--- config.mk ---
export PLATFORM = sky130hd
export DESIGN_NAME = prime_sweep
export DESIGN_NICKNAME = d
export VERILOG_FILES = /design/src/rtl/prime_pkg.sv /design/src/rtl/prime_fifo.sv /design/src/rtl/primenumber.sv /design/src/rtl/prime_sweep.sv
export SDC_FILE = /design/constraint.sdc
export NUM_CORES = 1
export LEC_CHECK = 0
export ABC_AREA = 1
export BUFFER_PORTS_ARGS = -buffer_cell sky130_fd_sc_hd__buf_2
export CAP_MARGIN = 20
export CORE_MARGIN = 1
export CORE_UTILIZATION = 45
export CTS_BUF_LIST = sky130_fd_sc_hd__clkbuf_8
export CTS_CLUSTER_SIZE = 25
export DETAILED_ROUTE_END_ITERATION = 6
export GPL_ROUTABILITY_DRIVEN = 0
export HOLD_SLACK_MARGIN = 0.1
export SLEW_MARGIN = 10
export SYNTH_ARGS = -nofsm -noshare
export SYNTH_HDL_FRONTEND = slang
export SYNTH_HIERARCHICAL = 1
export SYNTH_SLANG_ARGS = --single-unit
--- constraint.sdc ---
create_clock -name clock -period 5.55 [get_ports clock]
set_input_delay 1.11 -clock clock [delete_from_list [all_inputs] [get_ports clock]]
set_output_delay 1.11 -clock clock [all_outputs]
set_load 0.02 [all_outputs]
--- src/rtl/prime_pkg.sv ---
`default_nettype none
// ============================================================================
//  Package    : prime_pkg
//  Description: Shared widths, defaults and sweep state encoding for prime_sweep.
//  Revision   : 1.0 - initial release
// ============================================================================
package prime_pkg;

    localparam int NUM_W              = 8;
    localparam int FIFO_DEPTH_DEFAULT = 4;

    typedef enum logic [1:0] {
        IDLE  = 2'd0,
        SCAN  = 2'd1,
        DRAIN = 2'd2
    } state_t;

endpackage
`default_nettype wire

--- src/rtl/prime_fifo.sv ---
`default_nettype none
// ============================================================================
//  Module     : prime_fifo
//  Description: Synchronous FIFO, power-of-2 depth, head shown combinationally.
//  Revision   : 1.0 - initial release
// ============================================================================
module prime_fifo #(
    parameter int DEPTH = 4,
    parameter int W     = 8
) (
    input  logic         clock,
    input  logic         reset_n,
    input  logic         push,
    input  logic         pop,
    input  logic [W-1:0] din,
    output logic         full,
    output logic         empty,
    output logic [W-1:0] head
);

    localparam int             c_aw   = $clog2(DEPTH);
    localparam logic [c_aw:0]  c_full = (c_aw + 1)'(DEPTH);

    logic [W-1:0]    r_mem [DEPTH];
    logic [c_aw-1:0] r_wr;
    logic [c_aw-1:0] r_rd;
    logic [c_aw:0]   r_cnt;
    logic            w_do_push;
    logic            w_do_pop;

    assign full      = (r_cnt == c_full);
    assign empty     = (r_cnt == '0);
    assign head      = r_mem[r_rd];
    assign w_do_push = push && !full;
    assign w_do_pop  = pop && !empty;

    always_ff @(posedge clock or negedge reset_n) begin
        if (!reset_n) begin
            r_wr  <= '0;
            r_rd  <= '0;
            r_cnt <= '0;
            for (int i = 0; i < DEPTH; i++) r_mem[i] <= '0;
        end else begin
            if (w_do_push) begin
                r_mem[r_wr] <= din;
                r_wr        <= r_wr + 1'b1;
            end
            if (w_do_pop) r_rd <= r_rd + 1'b1;
            if (w_do_push && !w_do_pop)      r_cnt <= r_cnt + 1'b1;
            else if (!w_do_push && w_do_pop) r_cnt <= r_cnt - 1'b1;
        end
    end

endmodule
`default_nettype wire

--- src/rtl/primenumber.sv ---
`default_nettype none
// ============================================================================
//  Module     : primenumber
//  Description: Combinational 8-bit primality checker.
//  Revision   : 1.0 - initial release
// ============================================================================
module primenumber (
    input  logic [7:0] number,
    output logic       prime
);

    // sqrt(255) < 16, so trial division by the primes below 16 is exhaustive
    always_comb begin
        prime = (number >= 8'd2);
        if ((number != 8'd2)  && (number % 8'd2  == 8'd0)) prime = 1'b0;
        if ((number != 8'd3)  && (number % 8'd3  == 8'd0)) prime = 1'b0;
        if ((number != 8'd5)  && (number % 8'd5  == 8'd0)) prime = 1'b0;
        if ((number != 8'd7)  && (number % 8'd7  == 8'd0)) prime = 1'b0;
        if ((number != 8'd11) && (number % 8'd11 == 8'd0)) prime = 1'b0;
        if ((number != 8'd13) && (number % 8'd13 == 8'd0)) prime = 1'b0;
    end

endmodule
`default_nettype wire

--- src/rtl/prime_sweep.sv ---
`default_nettype none
// ============================================================================
//  Module     : prime_sweep
//  Description: Sweeps [lo, hi] through primenumber and streams primes out.
//               PRIME_SWEEP_COUNT_EN enables the prime_count register.
//  Revision   : 1.0 - initial release
// ============================================================================
module prime_sweep
    import prime_pkg::*;
#(
    parameter int FIFO_DEPTH = FIFO_DEPTH_DEFAULT
) (
    input  logic             clock,
    input  logic             reset_n,
    input  logic             start,
    input  logic [NUM_W-1:0] lo,
    input  logic [NUM_W-1:0] hi,
    output logic             busy,
    output logic             done,
    output logic             out_valid,
    input  logic             out_ready,
    output logic [NUM_W-1:0] out_number,
    output logic [7:0]       prime_count
);

    state_t           r_state;
    state_t           w_next;
    logic [NUM_W-1:0] r_cur;
    logic [NUM_W-1:0] r_hi;
    logic             r_empty_done;
    logic             w_prime;
    logic             w_full;
    logic             w_empty;
    logic             w_push;
    logic             w_accept;
    logic [NUM_W-1:0] w_head;

    primenumber u_check (
        .number (r_cur),
        .prime  (w_prime)
    );

    prime_fifo #(
        .DEPTH (FIFO_DEPTH),
        .W     (NUM_W)
    ) u_fifo (
        .clock   (clock),
        .reset_n (reset_n),
        .push    (w_push),
        .pop     (out_ready),
        .din     (r_cur),
        .full    (w_full),
        .empty   (w_empty),
        .head    (w_head)
    );

    assign w_accept   = (r_state == IDLE) && start && (lo <= hi);
    // a full FIFO freezes the scan even if a pop frees a slot this cycle
    assign w_push     = (r_state == SCAN) && !w_full && w_prime;
    assign busy       = (r_state != IDLE);
    assign done       = ((r_state == DRAIN) && w_empty) || r_empty_done;
    assign out_valid  = !w_empty;
    assign out_number = w_empty ? '0 : w_head;

    always_ff @(posedge clock or negedge reset_n) begin
        if (!reset_n) r_state <= IDLE;
        else          r_state <= w_next;
    end

    always_comb begin
        w_next = r_state;
        case (r_state)
            IDLE:    if (w_accept) w_next = SCAN;
            SCAN:    if (!w_full && (r_cur == r_hi)) w_next = DRAIN;
            DRAIN:   if (w_empty) w_next = IDLE;
            default: w_next = IDLE;
        endcase
    end

    always_ff @(posedge clock or negedge reset_n) begin
        if (!reset_n) begin
            r_cur        <= '0;
            r_hi         <= '0;
            r_empty_done <= 1'b0;
        end else begin
            r_empty_done <= (r_state == IDLE) && start && (lo > hi);
            if (w_accept) begin
                r_cur <= lo;
                r_hi  <= hi;
            end else if ((r_state == SCAN) && !w_full && (r_cur != r_hi)) begin
                r_cur <= r_cur + 1'b1;
            end
        end
    end

`ifdef PRIME_SWEEP_COUNT_EN
    logic [7:0] r_count;

    always_ff @(posedge clock or negedge reset_n) begin
        if (!reset_n)                          r_count <= '0;
        else if (w_accept)                     r_count <= '0;
        else if (w_push && (r_count != 8'hFF)) r_count <= r_count + 8'd1;
    end

    assign prime_count = r_count;
`else
    assign prime_count = 8'd0;
`endif

endmodule
`default_nettype wire

After elaboration in Yosys (flattened, before gate mapping)
Cells that the tools add are included.

cells by class
  add/sub/neg operators = 5
  divide/modulo/power cells = 5
  magnitude comparators = 6
  equality and inequality tests = 14
  multiplexer cells = 21
  bitwise operators = 2
  reductions and logical operators = 36

operator list
  kind                                                    number
  zero test 8 bit                                         6
  2-to-1 mux 8 bit                                        6
  bitwise mux 32 bit                                      1
  logical AND 1 bit                                       19
  binary-select mux 8 bit (select 2 bit)                  1
  demux 8 bit (select 2 bit)                              1
  modulo 8 x 3 -> 8 bit (second input constant)           2
  modulo 8 x 4 -> 8 bit (second input constant)           2
  inequality test 8 x 2 -> 1 bit (second input constant)  2
  inequality test 8 x 3 -> 1 bit (second input constant)  2
  inequality test 8 x 4 -> 1 bit (second input constant)  2
  adder 8 x 1 -> 8 bit (second input constant)            1
  equality test 8 bit                                     1
  >= comparator 8 x 2 -> 1 bit (second input constant)    1
  greater-than comparator 8 bit                           1
  <= comparator 8 bit                                     1
  modulo 8 x 2 -> 8 bit (second input constant)           1
  inequality test 8 bit                                   1
  >= comparator 3 bit (second input constant)             2
  2-to-1 mux 1 bit                                        6
  2-to-1 mux 2 bit                                        3
  2-to-1 mux 3 bit                                        2
  NOT 2 -> 3 bit                                          2
  case mux 2 bit (3 select lines)                         1
  15 further kinds                                        22

storage, ports and cells
  bits in registers = 58
  input bits = 20
  output and inout bits = 19
  logic and storage cells = 100

Logic depth before layout (Yosys ltp)
Gate-level depths: netlist of run 1.

  depth in word-level cells = 14
  depth in mapped cells = 46
  gate-level depth less buffers = 45

Hierarchy
The synthesis of run 1 kept the hierarchy.

by module, submodules not included
  module       instances  cells an instance  area an instance (um^2)
  primenumber  1          524                2,707.6
  prime_fifo   1          250                2,023.2
  prime_sweep  1          198                1,529.0

Worst setup path after synthesis of run 1
No wires, ideal clock.

  path kind = register to register
  from = register r_cur[6]
  to = register u_fifo.r_cnt[2]
  library setup time = 0.117 ns
  data arrival time = 4.582 ns
  data required time = 5.433 ns
  setup slack = 0.851 ns
  cell stages (with the launch flop) = 46
  path buffers = 1
  clock period less this slack = 4.699 ns
  cells stage by stage = dfrtp_1 -> inv_2 -> nor2_4 -> nand2_4 -> nand2_1 -> nand2_1 -> nand2_1 -> inv_2 -> nand2_1 -> nand2_1 -> nand3_1 -> nand2_1 -> nand2_1 -> nand2_1 -> nand2_1 -> nand2_1 -> inv_1 -> ha_1 -> (+10 left out) -> nand3_1 -> nand2_1 -> inv_1 -> nand2_1 -> inv_1 -> nand3_1 -> nor2_1 -> nor3b_1 -> buf_4 -> nand2_2 -> inv_1 -> ha_1 -> inv_1 -> fa_1 -> nand2_1 -> nand3_1 -> nand2_1 -> nand2_1

on the way
  longest elaborated chain between the ends = 13
  elaborated cells between the ends (all ways) = 36
  those cells by class = div (5); order compare (1); eq/ne (6); mux (7); reduce/logical (17)

ends and longest elaborated chain
  element                                                                         line                                  source
  from (decl)                                                                     prime_sweep.sv:28                     logic [NUM_W-1:0] r_cur;
  from (signal assigned)                                                          prime_sweep.sv:88                     r_cur <= lo;
  from (signal assigned)                                                          prime_sweep.sv:91                     r_cur <= r_cur + 1'b1;
  modulo 8 x 2 -> 8 bit / inequality test 8 x 2 -> 1 bit (equally long branches)  primenumber.sv:16, primenumber.sv:15
  zero test 8 bit / logical AND 1 bit (equally long branches)                     primenumber.sv:16, primenumber.sv:15
  logical AND 1 bit / 2-to-1 mux 1 bit (equally long branches)                    primenumber.sv:16, primenumber.sv:15
  2-to-1 mux 1 bit                                                                primenumber.sv:16                     if ((number != 8'd3) && (number % 8'd3 == 8'd0)) prime = 1'b0;
  2-to-1 mux 1 bit                                                                primenumber.sv:17                     if ((number != 8'd5) && (number % 8'd5 == 8'd0)) prime = 1'b0;
  2-to-1 mux 1 bit                                                                primenumber.sv:18                     if ((number != 8'd7) && (number % 8'd7 == 8'd0)) prime = 1'b0;
  2-to-1 mux 1 bit                                                                primenumber.sv:19                     if ((number != 8'd11) && (number % 8'd11 == 8'd0)) prime = 1'b0;
  2-to-1 mux 1 bit (*)                                                            primenumber.sv:20                     if ((number != 8'd13) && (number % 8'd13 == 8'd0)) prime = 1'b0;
  via w_prime                                                                     prime_sweep.sv:31                     logic w_prime;
  logical AND 1 bit (*)                                                           prime_sweep.sv:59                     assign w_push = (r_state == SCAN) && !w_full && w_prime;
  via w_push                                                                      prime_sweep.sv:34                     logic w_push;
  logical AND 1 bit (*)                                                           prime_fifo.sv:34                      assign w_do_push = push && !full;
  via u_fifo.w_do_push                                                            prime_fifo.sv:28                      logic w_do_push;
  zero test 1 bit                                                                 prime_fifo.sv:50                      else if (!w_do_push && w_do_pop) r_cnt <= r_cnt - 1'b1;
  logical AND 1 bit                                                               prime_fifo.sv:50
  nonzero test 2 bit (no source line)                                             -
  to (signal assigned)                                                            prime_fifo.sv:49                      if (w_do_push && !w_do_pop) r_cnt <= r_cnt + 1'b1;
  to (signal assigned)                                                            prime_fifo.sv:50
  to (decl)                                                                       prime_fifo.sv:27                      logic [c_aw:0] r_cnt;

The timed path passes the listed nets; every way through them passes the cells marked *.
A chain may end at the register's enable or synchronous reset.

Worst setup path after layout of run 1
Ends and elaborated chain as after synthesis.

==> metrics, run 1 <==
status complete, no violations; Total GRT Usage 0.2182; vias in the first global route 5540; largest area contributor in the netlist dfrtp_1; setup TNS 0 ns; Synth Instances 972; number of synthesized register bits 58; Period Utilization, post-route 0.8985; Final setup viols 0; final hold vios 0; Crit path top cell by count nand2_1; Antenna Cells 0; Reg2Reg Depth 44; TritonCTS clock tree built; # DRC 0; Commonest cells post-synth 325 x nand2_1, 109 x inv_1, 89 x nand3_1; register area share after synthesis 0.2319; Hold Path End u_fifo/r_mem[2]; Critical R2R Capture u_fifo/r_cnt[2]; min cycle time layout 4.987 ns; Reg2Reg Setup Slack 0.56 ns; Synth Area in Compound Gates 0.07136; layout cells sized above 1 0.1950; RSZ-0062 raised after global routing no; Initial Util 0.4671; first-pass GRT wire length 25590 um; Ys Warns 6; Worst Max-Slew Pin Slew 0.7385 ns; critical path's slowest cell dfrtp_2; clock skew 0.01249 ns; largest net degree at the start of global routing 59; main combinational cell family by area after synthesis simple AND/OR/NAND/NOR gates; syn avg cell area 6.440 um^2; Hold Path Depth 2; Reg-to-Reg Start r_cur[6]; Clock Pin Slew Worst Setup and Hold Paths 0.07 ns; post-synthesis simple-gate area fraction 0.4975; Iteration-0 DRC Markers 361; H-tree depth 3; Primary FF master, synth dfrtp_1; Mapped Area 6260 um^2; total CTS buffers 9; post-route setup slack 0.5633 ns; Yosys cell types 49; Setup crit start kind register; top cells by area, synth dfrtp_1 23%, nand2_1 19%, nand3_1 7.1%; antenna violations before repair 0; clk sinks 58; adder-cell share of the synthesized area 0.05717; Routed Antenna Nets 0; critical path's largest stage delay 0.44 ns; hold crit path type register to register; IO Count 39; wire per inst 12.18 um; die area 14390 um^2; WS Path Type register to register; fin nets 1048; Fin Hold WS 0.4665 ns; Async SR Flop Fraction 1.000; max cap viols 0; DR vias 5906; mux cell area share after synthesis 0; Synth top area share 0.2319; hold-fix buffer count after cts 0; grt ovf 0; root buf cell clkbuf_8; row cnt 42; most instantiated library cell after synthesis nand2_1; CP required 5.80 ns; critical path capture point type register; Post-synth EDFFs 0; vias per cell 5.001; Hold Path Origin u_fifo/r_mem[2]; Slew HR 0.5059; CP arrival 5.24 ns; Clock Latency Late Sink 0.36 ns; port bufs 30; core area 13400 um^2; Area Growth Syn to Fin 7.835%; TritonRoute pass-1 iters 5; DP HPWL 10480 um; clock tree buffer depth 2; CP max FO 7; Post-Route WL 14380 um; Setup WS pre-CTS 0.4374 ns; Die H 119.9 um; Synth Area in XOR/XNOR 0.02219; highest clock rate 0.2005 GHz; fin. max-slew vios 0; die width 119.9 um; fillers 1444
==> metal layers <==
layer	up-vias	global-route usage	wire length, um
met5	-	0	0
met4	0	0.04219	120
met2	101	0.3556	6447
met1	2643	0.3052	7328
li1	3150	-	-
met3	12	0.03279	487
==> logic make-up after synthesis <==
logic type | count (synthesis)
DFF | 58
xor gates and xnor gates | 15
buffers and inverters | 162
adders and majority gates | 28
other | 1
and+or+nand+nor | 639
AOI/OAI and AO/OA | 69
==> per-stage QoR <==
stage | cells | util | instance area, um^2
4_1_cts | 1178 | 0.5015 | 6720
3_3_place_gp | 1162 | 0.4846 | 6494
5_1_grt | 1181 | 0.5037 | 6750
6_report | 1181 | 0.5037 | 6750
2_1_floorplan | 979 | - | 6286
3_5_place_dp | 1162 | 0.4846 | 6494
==> cells in the final DEF, fill, tap and decap left out, drive strengths merged, types with 7 or more instances in the layout <==
cell type  instances
o21ai             45
buf               47
nand2            390
nand4             50
dfrtp             58
ha                27
xnor2              8
conb               8
nor2              72
xor2               7
inv              123
a21oi             10
clkbuf            10
nand3            108
==> critical path: cells and delay by family (launching register included) <==
family | cells | cell delay, ns
flops | 1 | 0.44
buf+inv | 7 | 0.49
compound gates | 2 | 0.15
simple gates | 31 | 2.83
fa+ha+maj | 4 | 0.99
==> repair_timing <==
item	CTS	global route
endpoints found under the setup margin	0	11
gates resized for setup	0	5
setup buffers	0	3
==> layout make-up <==
type | instances | area (um^2) | share of cell area
repair buffers | 47 | 277.8 | 0.04115
flip-flops and latches | 58 | 1456 | 0.2158
well taps | 176 | 220.2 | 0.03262
clock buffers | 10 | 137.6 | 0.02039
clock inverters | 6 | 88.84 | 0.01316
inverters | 125 | 474.2 | 0.07025
multi-input cells | 759 | 4095 | 0.6067
==> worst max path at each step <==
stage / from / to / slack [ns] / cells past startpoint
2_1_floorplan: r_cur[6] / u_fifo/r_cnt[2] / 0.85 / 45
3_3_place_gp: r_cur[6] / u_fifo/r_cnt[2] / 0.46 / 44
3_5_place_dp: r_cur[6] / u_fifo/r_cnt[2] / 0.44 / 44
4_1_cts: r_cur[5] / u_fifo/r_cnt[2] / 0.41 / 42
5_1_grt: r_cur[6] / u_fifo/r_cnt[2] / 0.02 / 45
6_report: r_cur[6] / u_fifo/r_cnt[2] / 0.56 / 44
==> registers in the layout (all words and copies together), names as in the netlist <==
| signal | flops |
|---|---|
| r_hi | 8 |
| u_fifo/r_mem | 32 |
| r_empty_done | 1 |
| u_fifo/r_rd | 2 |
| u_fifo/r_cnt | 3 |
| u_fifo/r_wr | 2 |
| r_cur | 8 |
| r_state | 2 |
Power of run 1 is not shown: default switching activity piles up to over one toggle a cycle in this logic, so the estimate is an artifact.
==> run 2, diff against run 1 <==
--- a/config.mk
+++ b/config.mk
@@ -8,13 +8,16 @@
 export ABC_AREA = 1
 export BUFFER_PORTS_ARGS = -buffer_cell sky130_fd_sc_hd__buf_2
 export CAP_MARGIN = 20
+export CELL_PAD_IN_SITES_DETAIL_PLACEMENT = 0
+export CELL_PAD_IN_SITES_GLOBAL_PLACEMENT = 1
 export CORE_MARGIN = 1
-export CORE_UTILIZATION = 45
+export CORE_UTILIZATION = 41
 export CTS_BUF_LIST = sky130_fd_sc_hd__clkbuf_8
 export CTS_CLUSTER_SIZE = 25
 export DETAILED_ROUTE_END_ITERATION = 6
 export GPL_ROUTABILITY_DRIVEN = 0
 export HOLD_SLACK_MARGIN = 0.1
+export PLACE_DENSITY_LB_ADDON = 0.1
 export SLEW_MARGIN = 10
 export SYNTH_ARGS = -nofsm -noshare
 export SYNTH_HDL_FRONTEND = slang
==> constraint.sdc (replaced) <==
create_clock -name clock -period 4.3 [get_ports clock]
set_input_delay 0.86 -clock clock [delete_from_list [all_inputs] [get_ports clock]]
set_output_delay 0.86 -clock clock [all_outputs]
set_load 0.02 [all_outputs]
==> metrics, run 2 (synthesis gave the netlist of run 1 again) <==
number of flip-flops in the largest register 32 (unchanged); Clock Latency Late Sink 0.34 ns (was 0.36 ns); Antenna Cells 0 (unchanged); root buf cell clkbuf_8 (unchanged); layout cells sized above 1 0.3669 (was 0.1950); Area Growth Syn to Fin 32.28% (was 7.835%); die area 15770 um^2 (was 14390 um^2); TritonRoute pass-1 iters 5 (unchanged); Top reg by flops u_fifo/r_mem (unchanged); area occupied by multi-input gates 4468 um^2 (was 4095 um^2); Clock Pin Slew Worst Setup and Hold Paths 0.06 ns (was 0.07 ns); DR vias 6443 (was 5906); final hold vios 0 (unchanged); min cycle time layout 4.437 ns (was 4.987 ns); CP Launch Point r_cur[6] (unchanged); RSZ-0062 raised after global routing yes (was no); hold crit path type register to register (unchanged); Routed Antenna Nets 0 (unchanged); CP required 4.53 ns (was 5.80 ns); fin. max-slew vios 0 (unchanged); Crit path top cell by count nand2_2 (was nand2_1); clk sinks 58 (unchanged); grt ovf 0 (unchanged); Fin Hold WS 0.4703 ns (was 0.4665 ns); failing checks setup timing; Iteration-0 DRC Markers 352 (was 361); CP arrival 4.66 ns (was 5.24 ns); IO Count 39 (unchanged); status finished with violations (was complete, no violations); setup TNS -0.2345 ns (was 0 ns); fillers 1492 (was 1444); H-tree depth 3 (unchanged); vias in the first global route 6031 (was 5540); highest clock rate 0.2254 GHz (was 0.2005 GHz); design area 8280 um^2 (was 6750 um^2); wire per inst 12.58 um (was 12.18 um); Initial Util 0.4259 (was 0.4671); WS Path Type register to register (unchanged); vias per cell 4.819 (was 5.001); most frequent cells in the layout 290 x nand2_1, 157 x buf_4, 98 x inv_1 (was 325 x nand2_1, 109 x inv_1, 89 x nand3_1); Reg2Reg Setup Slack -0.14 ns (was 0.56 ns); critical path's slowest cell dfrtp_2 (unchanged); Reg-to-Reg Start r_cur[6] (unchanged); clock skew 0.01056 ns (was 0.01249 ns); Period Utilization, post-route 1.032 (was 0.8985); antenna violations before repair 0 (unchanged); CP max FO 5 (was 7); row cnt 44 (was 42); Util after Layout 0.5633 (was 0.5037); top flop regs u_fifo/r_mem: 32 flops, r_cur: 8 flops, r_hi: 8 flops (unchanged); Slew HR 0.4555 (was 0.5059); commonest non-fill, non-tap cell in the layout nand2_1 (unchanged); port bufs 30 (unchanged); largest net degree at the start of global routing 40 (was 59); critical path's largest stage delay 0.42 ns (was 0.44 ns); Worst Max-Slew Pin Slew 0.8168 ns (was 0.7385 ns); # DRC 0 (unchanged); core area 14700 um^2 (was 13400 um^2); Post-Route WL 16830 um (was 14380 um); Final setup viols 2 (was 0); clock tree buffer depth 2 (unchanged); post-route setup slack -0.1367 ns (was 0.5633 ns); total CTS buffers 9 (unchanged); Hold Path Origin u_fifo/r_mem[16] (was u_fifo/r_mem[2]); fin nets 1196 (was 1048); critical path capture point type register (unchanged); Storage cell area 1456 um^2 (unchanged); DP HPWL 12440 um (was 10480 um); max cap viols 0 (unchanged); Die H 125.6 um (was 119.9 um); die width 125.6 um (was 119.9 um); TritonCTS clock tree built (unchanged); Total GRT Usage 0.2210 (was 0.2182); Post-DP Area 7487 um^2 (was 6494 um^2); first-pass GRT wire length 28480 um (was 25590 um); Setup crit start kind register (unchanged)
-- run 2: what timing repair did --
action | in CTS | in global routing
pin swaps | 32 | 31
setup endpoints to repair | 35 | 37
hold buffers | 0 | 0
buffers inserted | 18 | 12
hold endpoints to repair | 0 | 0
resized for setup | 53 | 46
cloned | 0 | 0
-- run 2: metal layers --
layer / routed length (um) / global-route usage / vias to the layer above
met5: 0 / 0 / -
met4: 241 / 0.06241 / 0
met3: 328 / 0.01797 / 18
met2: 8234 / 0.3863 / 76
met1: 8022 / 0.2908 / 2894
li1: - / - / 3455
-- run 2: final cells by class --
class	instances	share of cell area
inverters	125	0.05893
flip-flops and latches	58	0.1759
well taps	184	0.02780
clock inverters	6	0.009822
multi-input cells	759	0.5396
repair buffers	195	0.1714
clock buffers	10	0.01662
-- run 2: critical path: cells and delay by family, from the launching register on --
family | cells | cell delay [ns]
flops | 1 | 0.42
compound gates | 2 | 0.15
fa+ha+maj | 4 | 0.90
simple gates | 28 | 2.41
buf+inv | 8 | 0.45
-- run 2: final timing paths --
kind	end	cells after the start
worst min register to register	u_fifo/r_mem[16]	2
worst max-delay path	u_fifo/r_cnt[2]	42
worst max register to register	u_fifo/r_cnt[2]	42
worst min-delay path	u_fifo/r_mem[16]	2
max in group asynchronous	u_fifo/r_cnt[2]	2
min in group asynchronous	u_fifo/r_mem[8]	1
-- run 2: metrics by stage --
step	std cells	worst slack, ns
after floorplan	979	-0.08246
after global placement	1292	-0.3297
after detailed placement	1292	-0.3319
after CTS	1326	-0.1133
after global routing	1337	-0.4723
final	1337	-0.1367
Power of run 2 is left out for the same reason.
==> run 3, diff against run 2 <==
--- a/config.mk
+++ b/config.mk
@@ -6,18 +6,20 @@
 export NUM_CORES = 1
 export LEC_CHECK = 0
 export ABC_AREA = 1
-export BUFFER_PORTS_ARGS = -buffer_cell sky130_fd_sc_hd__buf_2
 export CAP_MARGIN = 20
 export CELL_PAD_IN_SITES_DETAIL_PLACEMENT = 0
 export CELL_PAD_IN_SITES_GLOBAL_PLACEMENT = 1
 export CORE_MARGIN = 1
-export CORE_UTILIZATION = 41
+export CORE_UTILIZATION = 43
 export CTS_BUF_LIST = sky130_fd_sc_hd__clkbuf_8
 export CTS_CLUSTER_SIZE = 25
 export DETAILED_ROUTE_END_ITERATION = 6
+export DONT_BUFFER_PORTS = 1
 export GPL_ROUTABILITY_DRIVEN = 0
 export HOLD_SLACK_MARGIN = 0.1
 export PLACE_DENSITY_LB_ADDON = 0.1
+export REMOVE_ABC_BUFFERS = 1
+export SETUP_SLACK_MARGIN = 0.02
 export SLEW_MARGIN = 10
 export SYNTH_ARGS = -nofsm -noshare
 export SYNTH_HDL_FRONTEND = slang
==> metrics, run 3 (synthesis gave the netlist of run 1 again) <==
largest net degree at the start of global routing 59 (was 40); RSZ-0062 raised after global routing yes (unchanged); first-pass GRT wire length 29150 um (was 28480 um); Antenna Cells 0 (unchanged); fin nets 1154 (was 1196); clock tree buffer depth 2 (unchanged); root buf cell clkbuf_8 (unchanged); fillers 1367 (was 1492); number of flip-flops in the largest register 32 (unchanged); highest clock rate 0.2268 GHz (was 0.2254 GHz); die area 15040 um^2 (was 15770 um^2); Reg2Reg Depth 40 (was 42); DP HPWL 12520 um (was 12440 um); port bufs 0 (was 30); total CTS buffers 9 (unchanged); Total GRT Usage 0.2418 (was 0.2210); vias per cell 5.120 (was 4.819); Clock Latency Late Sink 0.34 ns (about the same); vias in the first global route 6431 (was 6031); Slew HR 0.4854 (was 0.4555); Clock Pin Slew Worst Setup and Hold Paths 0.06 ns (about the same); status finished with violations (unchanged); Setup WS pre-CTS -0.4643 ns (was -0.3319 ns); H-tree depth 3 (unchanged); max cap viols 0 (unchanged); Reg2Reg Setup Slack -0.11 ns (was -0.14 ns); Period Utilization, post-route 1.025 (was 1.032); min cycle time layout 4.410 ns (was 4.437 ns); most frequent cells in the layout 296 x nand2_1, 146 x buf_4, 100 x inv_1 (was 290 x nand2_1, 157 x buf_4, 98 x inv_1); die width 122.7 um (was 125.6 um); Worst Max-Slew Pin Slew 0.7718 ns (was 0.8168 ns); clk sinks 58 (unchanged); top flop regs u_fifo/r_mem: 32 flops, r_cur: 8 flops, r_hi: 8 flops (unchanged); Routed Antenna Nets 0 (unchanged); Area Growth Syn to Fin 27.92% (was 32.28%); Die H 122.7 um (was 125.6 um); fin. max-slew vios 0 (unchanged); Top reg by flops u_fifo/r_mem (unchanged); Reg-to-Reg Start r_cur[7] (was r_cur[6]); TritonRoute pass-1 iters 4 (was 5); failing checks setup timing (unchanged); layout cells sized above 1 0.3366 (was 0.3669); commonest non-fill, non-tap cell in the layout nand2_1 (unchanged); row cnt 43 (was 44); critical path's largest stage delay 0.46 ns (was 0.42 ns); setup TNS -0.1718 ns (was -0.2345 ns); Storage cell area 1456 um^2 (unchanged); WS Path Type register to register (unchanged); DR vias 6610 (was 6443); Crit path top cell by count nand2_2 (unchanged); Critical R2R Capture u_fifo/r_cnt[2] (unchanged); wire per inst 13.03 um (was 12.58 um); Final setup viols 2 (unchanged); Setup crit end u_fifo/r_cnt[2] (unchanged); Setup crit start kind register (unchanged); core area 14040 um^2 (was 14700 um^2); design area 8008 um^2 (was 8280 um^2); antenna violations before repair 0 (unchanged); IO Count 39 (unchanged); final hold vios 0 (unchanged); post-route setup slack -0.1095 ns (was -0.1367 ns); Iteration-0 DRC Markers 294 (was 352); Fin Hold WS 0.2118 ns (was 0.4703 ns); # DRC 0 (unchanged); area occupied by multi-input gates 4449 um^2 (was 4468 um^2); CP required 4.53 ns (about the same); critical path capture point type register (unchanged); CP arrival 4.64 ns (was 4.66 ns); CP max FO 6 (was 5); CP Launch Point r_cur[7] (was r_cur[6]); critical path's slowest cell dfrtp_2 (unchanged); clock skew 0.007696 ns (was 0.01056 ns); TritonCTS clock tree built (unchanged); Post-DP Area 7239 um^2 (was 7487 um^2); Initial Util 0.4458 (was 0.4259); hold crit path type input pin to async pin (was register to register); grt ovf 0 (unchanged); Post-Route WL 16830 um (unchanged)
[run 3: cell types whose count changed in the layout (fill, tap and decap cells not counted), moves of 3 or more]
cell,change
buf_4,-11
clkbuf_8,+3
clkinv_2,-3
nand2_1,+6
nand2_2,-4
buf_2,-30
[run 3: layout make-up]
type / count / share of cell area
Tap cell: 180 / 0.02813
Clock inverter: 3 / 0.004688
Timing Repair Buffer: 153 / 0.1478
Clock buffer: 13 / 0.02234
Inverter: 125 / 0.05953
Sequential cell: 58 / 0.1819
Multi-Input combinational cell: 759 / 0.5556
[run 3: worst min path at each step]
stage | cells past startpoint | slack [ns] | startpoint | to
after CTS | 0 | 0.19 | reset_n | r_hi[3]
after global placement | 2 | 0.45 | u_fifo/r_mem[2] | u_fifo/r_mem[2]
after floorplan | 2 | 0.44 | u_fifo/r_mem[0] | u_fifo/r_mem[0]
final | 0 | 0.21 | reset_n | r_hi[5]
after detailed placement | 2 | 0.45 | u_fifo/r_mem[3] | u_fifo/r_mem[3]
after global routing | 0 | 0.18 | reset_n | r_hi[5]
[run 3: critical path: cells and delay by family (launching register included)]
kind,cells,cell delay (ns)
buf+inv,7,0.47
fa+ha+maj,4,0.92
simple gates,27,2.27
flops,1,0.46
compound gates,2,0.18
[run 3: metrics by stage]
step	std cells	utilization
CTS	1289	0.5638
detailed placement	1253	0.5155
global route	1291	0.5703
floorplan	942	-
finish	1291	0.5703
global placement	1253	0.5155
[run 3: what timing repair did]
action / in CTS / in global routing
resized for setup: 87 / 19
buffers inserted: 23 / 3
pin swaps: 43 / 14
hold buffers: 0 / 0
setup endpoints to repair: 36 / 37
[run 3: metal layers]
| layer | wire [um] | track usage | share of wire |
|---|---|---|---|
| met1 | 7760 | 0.3138 | 0.46 |
| met3 | 571 | 0.03950 | 0.034 |
| met5 | 0 | 0 | 0 |
| met4 | 233 | 0.05564 | 0.014 |
| met2 | 8261 | 0.4175 | 0.49 |
Power of run 3 is left out for the same reason.
